### config.mk
export PLATFORM = sky130hd
export DESIGN_NAME = mem_port_arbiter
export DESIGN_NICKNAME = d
export VERILOG_FILES = /design/src/rtl/mem_port_arbiter.sv
export SDC_FILE = /design/constraint.sdc
export NUM_CORES = 1
export LEC_CHECK = 0
export ABC_AREA = 1
export BUFFER_PORTS_ARGS = -buffer_cell sky130_fd_sc_hd__buf_2
export CAP_MARGIN = 20
export CORE_MARGIN = 1
export CORE_UTILIZATION = 30
export DETAILED_ROUTE_END_ITERATION = 16
export PLACE_DENSITY = 0.54
export SLEW_MARGIN = 20
export SYNTH_ARGS = -nofsm -noshare
export SYNTH_HDL_FRONTEND = slang
export SYNTH_SLANG_ARGS = --single-unit
### constraint.sdc
create_clock -name clock -period 2.05 [get_ports clock]
set_clock_uncertainty 0.05 [all_clocks]
set_input_delay 0.205 -clock clock [delete_from_list [all_inputs] [get_ports clock]]
set_output_delay 0.205 -clock clock [all_outputs]
set_load 0.02 [all_outputs]
### src/rtl/mem_port_arbiter.sv
// mem_port_arbiter: shares one single-port memory among N_CH valid/ready requesters.
// Optional macro MEM_ARB_ROUND_ROBIN_EN selects round-robin instead of fixed-priority arbitration.
module mem_port_arbiter #(
    parameter int DATA_W      = 32,
    parameter int ADDR_W      = 32,
    parameter int N_CH        = 2,
    parameter int WAIT_STATES = 0
) (
    input  logic                   clock,
    input  logic                   reset,
    input  logic [N_CH-1:0]        req_valid,
    input  logic [N_CH-1:0]        req_write,
    input  logic [N_CH*ADDR_W-1:0] req_addr,
    input  logic [N_CH*DATA_W-1:0] req_wdata,
    output logic [N_CH-1:0]        req_ready,
    output logic [N_CH-1:0]        resp_valid,
    output logic [N_CH*DATA_W-1:0] resp_rdata,
    output logic                   mem_en,
    output logic                   mem_we,
    output logic [ADDR_W-1:0]      mem_addr,
    output logic [DATA_W-1:0]      mem_wdata,
    input  logic [DATA_W-1:0]      mem_rdata,
    output logic [1:0]             dbgState
);
    localparam int GW = (N_CH > 1) ? $clog2(N_CH) : 1;
    // Wait counter is 4 bits wide, so WAIT_STATES is limited to 0..15.
    localparam logic [3:0] WAIT_LAST = 4'(WAIT_STATES);

    typedef enum logic [1:0] {IDLE = 2'd0, ACCESS = 2'd1, RESP = 2'd2} arbStateT;

    arbStateT          state;
    logic [3:0]        waitCnt;
    logic [GW-1:0]     grant;
    logic [GW-1:0]     winner;
    logic              anyValid;
    logic              winWrite;
    logic [ADDR_W-1:0] winAddr;
    logic [DATA_W-1:0] winWdata;
`ifdef MEM_ARB_ROUND_ROBIN_EN
    logic [GW-1:0]     rrPtr;
`endif

    assign dbgState = state;
    assign anyValid = |req_valid;

    always_comb begin
        winner = '0;
`ifdef MEM_ARB_ROUND_ROBIN_EN
        // Scan backwards so the channel nearest to rrPtr+1 is written last and wins.
        for (int k = N_CH; k >= 1; k--) begin
            if (req_valid[(int'(rrPtr) + k) % N_CH]) winner = GW'((int'(rrPtr) + k) % N_CH);
        end
`else
        for (int i = N_CH - 1; i >= 0; i--) begin
            if (req_valid[i]) winner = GW'(i);
        end
`endif
        winWrite = 1'b0;
        winAddr  = '0;
        winWdata = '0;
        for (int i = 0; i < N_CH; i++) begin
            if (winner == GW'(i)) begin
                winWrite = req_write[i];
                winAddr  = req_addr[i*ADDR_W +: ADDR_W];
                winWdata = req_wdata[i*DATA_W +: DATA_W];
            end
        end
    end

    // Handshake: a request transfers in the cycle where req_valid[i] && req_ready[i];
    // ready only rises in IDLE, one-hot on the winner, and a dropped valid costs nothing.
    always_comb begin
        req_ready = '0;
        for (int i = 0; i < N_CH; i++) begin
            req_ready[i] = !reset && (state == IDLE) && anyValid && (winner == GW'(i));
        end
    end

    always_ff @(posedge clock) begin
        if (reset) begin
            state      <= IDLE;
            waitCnt    <= '0;
            grant      <= '0;
            resp_valid <= '0;
            resp_rdata <= '0;
            mem_en     <= 1'b0;
            mem_we     <= 1'b0;
            mem_addr   <= '0;
            mem_wdata  <= '0;
`ifdef MEM_ARB_ROUND_ROBIN_EN
            rrPtr      <= GW'(N_CH - 1);
`endif
        end else begin
            resp_valid <= '0;
            case (state)
                IDLE: begin
                    if (anyValid) begin
                        grant     <= winner;
                        mem_en    <= 1'b1;
                        mem_we    <= winWrite;
                        mem_addr  <= winAddr;
                        mem_wdata <= winWdata;
                        waitCnt   <= '0;
                        state     <= ACCESS;
`ifdef MEM_ARB_ROUND_ROBIN_EN
                        rrPtr     <= winner;
`endif
                    end
                end
                ACCESS: begin
                    waitCnt <= waitCnt + 4'd1;
                    if (waitCnt == WAIT_LAST) begin
                        for (int i = 0; i < N_CH; i++) begin
                            if (grant == GW'(i)) begin
                                resp_valid[i] <= 1'b1;
                                if (!mem_we) resp_rdata[i*DATA_W +: DATA_W] <= mem_rdata;
                            end
                        end
                        mem_en <= 1'b0;
                        mem_we <= 1'b0;
                        state  <= RESP;
                    end
                end
                RESP: begin
                    state <= IDLE;
                end
                default: begin
                    state <= IDLE;
                end
            endcase
        end
    end
endmodule

==> flow_summary.toml <==
[outcome]
status = "completed"

[final_layout]
syn_to_final_growth_pct = 57.83
final_cells = 1461
fillers = 1919
fin_area_mm2 = 0.009268
fin_nets = 1356
drive_gt1_frac = 0.3014
antenna_cells = 0
utilization = 0.4889

[critical_path]
critical_path_arrival_ps = 2260
cp-end-kind = "register"
critical_path_required_ps = 2360
cp_max_fo = 64
worstSetupStartpointType = "input pin"
worst-setup-path-type = "in2reg"

[floorplanning]
boundaryPins = 302
dieArea_mm2 = 0.02014
fp.dieW_um = 141.9
start_util = 0.3098
fp.dieH_um = 141.9
rows = 50
core_area_mm2 = 0.01896

[synthesis]
yosys-top-cells-area = "dfxtp_1 47%, a21oi_1 11%, nand2_1 9.1%"
avgSynthCellArea_um2 = 7.161
synth_edf_count = 0
ys_ff_latch = 139
yosysUniqueCellTypes = 21
synthMostInstantiatedCell = "nand2_1"
ys.flop_type = "dfxtp_1"
seq_area_frac_synth = 0.4739
synth_area_mm2 = 0.005872
synth_top_area_frac = 0.4739
synth.top_cells.by_count = "143 x nand2_1, 139 x dfxtp_1, 138 x nor2_1"
yosys.area.top_type = "dfxtp_1"
syn_inst = 820
syn-num-nets = 988
synthArstFlopShare = 0
ys_warn_count = 0

[place]
placed_cells = 1324
placed_cell_area_mm2 = 0.007595
pre_cts_ws_ps = 263.9
gp_congestion = 0.7879
dpl.hpwl_mm = 13.42
portBuffers = 301

[power]
power_mw = 8.726
power.leakage_nw = 4.642
ir_drop_uv = 545.3
p_per_area_mw_per_mm2 = 941.6

[grt]
grt_use_total = 0.2083
grt_pass1_vias = 6650
antenna_found_initial = 1
overflow = 0
grt_pass1_wl_mm = 33.17
grt_max_degree = 69

[cts]
cts.sinks = 139
cts_root_buf = "clkbuf_16"
clk_latency_ps = 410
clockBufferDepth = 2
path_clk_slew_ps = 60
cts_tree = "built"
tritoncts.num_buffers = 17
htreeDepth = 4

[timing]
setup_violations = 0
fin_crit_sh = 0.9497
slew_headroom = 0.4632
drv_slew = 0
fmax_mhz = 513.6
period_minus_slack_ps = 1947
hold_viol = 0
hold_slack_ps = 12.88
rsz0062_at_grt = "false"
setup_slack_ps = 103.1
tightest_slew_ps = 803.2
tns_ps = 0

[routing]
drc = 0
wl_per_cell_um = 14.66
dr.pass1.iters = 5
dr.first_iter.drc_count = 255
drt-met1-wl_mm = 9.218
postRouteWirelength_mm = 21.42
via_count = 6906
met3_length_mm = 1.529
wl_met2_mm = 10.35
avgViaCountPerCell = 4.727
top_layer_used = "met5"
drtAntennaViolNets = 0

[job]
max_cap_viol_count = 0

[min_path]
hold_class = "in2reg"
-- registers in the layout, summed over array words and instances, names as in the netlist --
signal / flops
mem_we: 1
resp_rdata: 64
resp_valid: 2
waitCnt: 4
mem_wdata: 32
dbgState: 2
mem_en: 1
mem_addr: 32
grant: 1
-- metal layers --
metal | GRT usage | up-vias
met3 | 0.06682 | 26
met2 | 0.3604 | 254
met4 | 0.07244 | 2
met5 | 0 | -
li1 | - | 3468
met1 | 0.2410 | 3156
-- final timing paths --
path | from | end | slack, ps | cells after the start
worst max-delay path | reset | mem_addr[20] | 100 | 7
worst min-delay path | req_addr[49] | mem_addr[17] | 10 | 3
worst max register to register | dbgState[0] | mem_addr[20] | 120 | 7
worst min register to register | grant | resp_valid[0] | 430 | 1
-- cells in the final DEF (no fill, tap or decap) --
| master | netlist | layout |
|---|---|---|
| clkbuf_16 | 0 | 18 |
| ha_1 | 2 | 2 |
| nand2_1 | 143 | 142 |
| buf_12 | 0 | 6 |
| clkinv_2 | 0 | 4 |
| clkbuf_1 | 26 | 1 |
| o21ai_2 | 1 | 1 |
| o21ai_1 | 4 | 4 |
| inv_6 | 0 | 2 |
| inv_2 | 2 | 3 |
| buf_6 | 0 | 1 |
| nand3_1 | 9 | 9 |
| buf_2 | 30 | 301 |
| dfxtp_1 | 139 | 139 |
| o21ai_4 | 0 | 1 |
| inv_1 | 46 | 44 |
| nor2_1 | 138 | 135 |
| o31ai_1 | 2 | 2 |
| nand3_4 | 1 | 1 |
| nor2_2 | 2 | 2 |
| clkinv_4 | 0 | 2 |
| clkinvlp_4 | 0 | 4 |
| nor3_1 | 2 | 2 |
| nor2_4 | 3 | 6 |
| dlygate4sd3_1 | 0 | 102 |
| o21ai_0 | 62 | 62 |
| nand2_2 | 0 | 1 |
| nand4_1 | 64 | 64 |
| buf_4 | 1 | 6 |
| bufinv_16 | 0 | 3 |
| a21oi_1 | 131 | 131 |
-- area by class of cell --
type / instances / area (µm²) / share of cell area
sequential: 139 / 2783 / 0.3003
timing repair buffer: 417 / 2729 / 0.2945
multi-input combinational: 565 / 2650 / 0.2859
clock buffer: 18 / 429.2 / 0.04631
tap: 260 / 325.3 / 0.03510
inverter: 48 / 181.4 / 0.01958
clock inverter: 14 / 170.2 / 0.01836
-- timing repair --
item,4_1_cts,5_1_grt
buffers inserted,0,1
resized for setup,0,3
hold buffers,101,1
setup endpoints to repair,0,30
hold endpoints to repair,66,1
-- worst max-delay path, stage by stage --
cell and delay [ps]:
dlygate4sd3_1 530, buf_2 160, clkinv_2 160, buf_12 260, o21ai_0 140, a21oi_1 160, dlygate4sd3_1 570
-- kinds of logic after synthesis --
group	synth area share
AO/OA/AOI/OAI	0.1720
adder cells (fa/ha/maj)	0.004261
buffers and inverters	0.08182
flip-flops	0.4739
AND/OR/NAND/NOR	0.2681
-- report_power, final --
group,internal [mW],switching [mW]
Combinational,0.926,1.45
Clock,1.92,1.25
Sequential,3.02,0.165
Total,5.86,2.86
No activity file was read; power rests on OpenSTA's default activity.
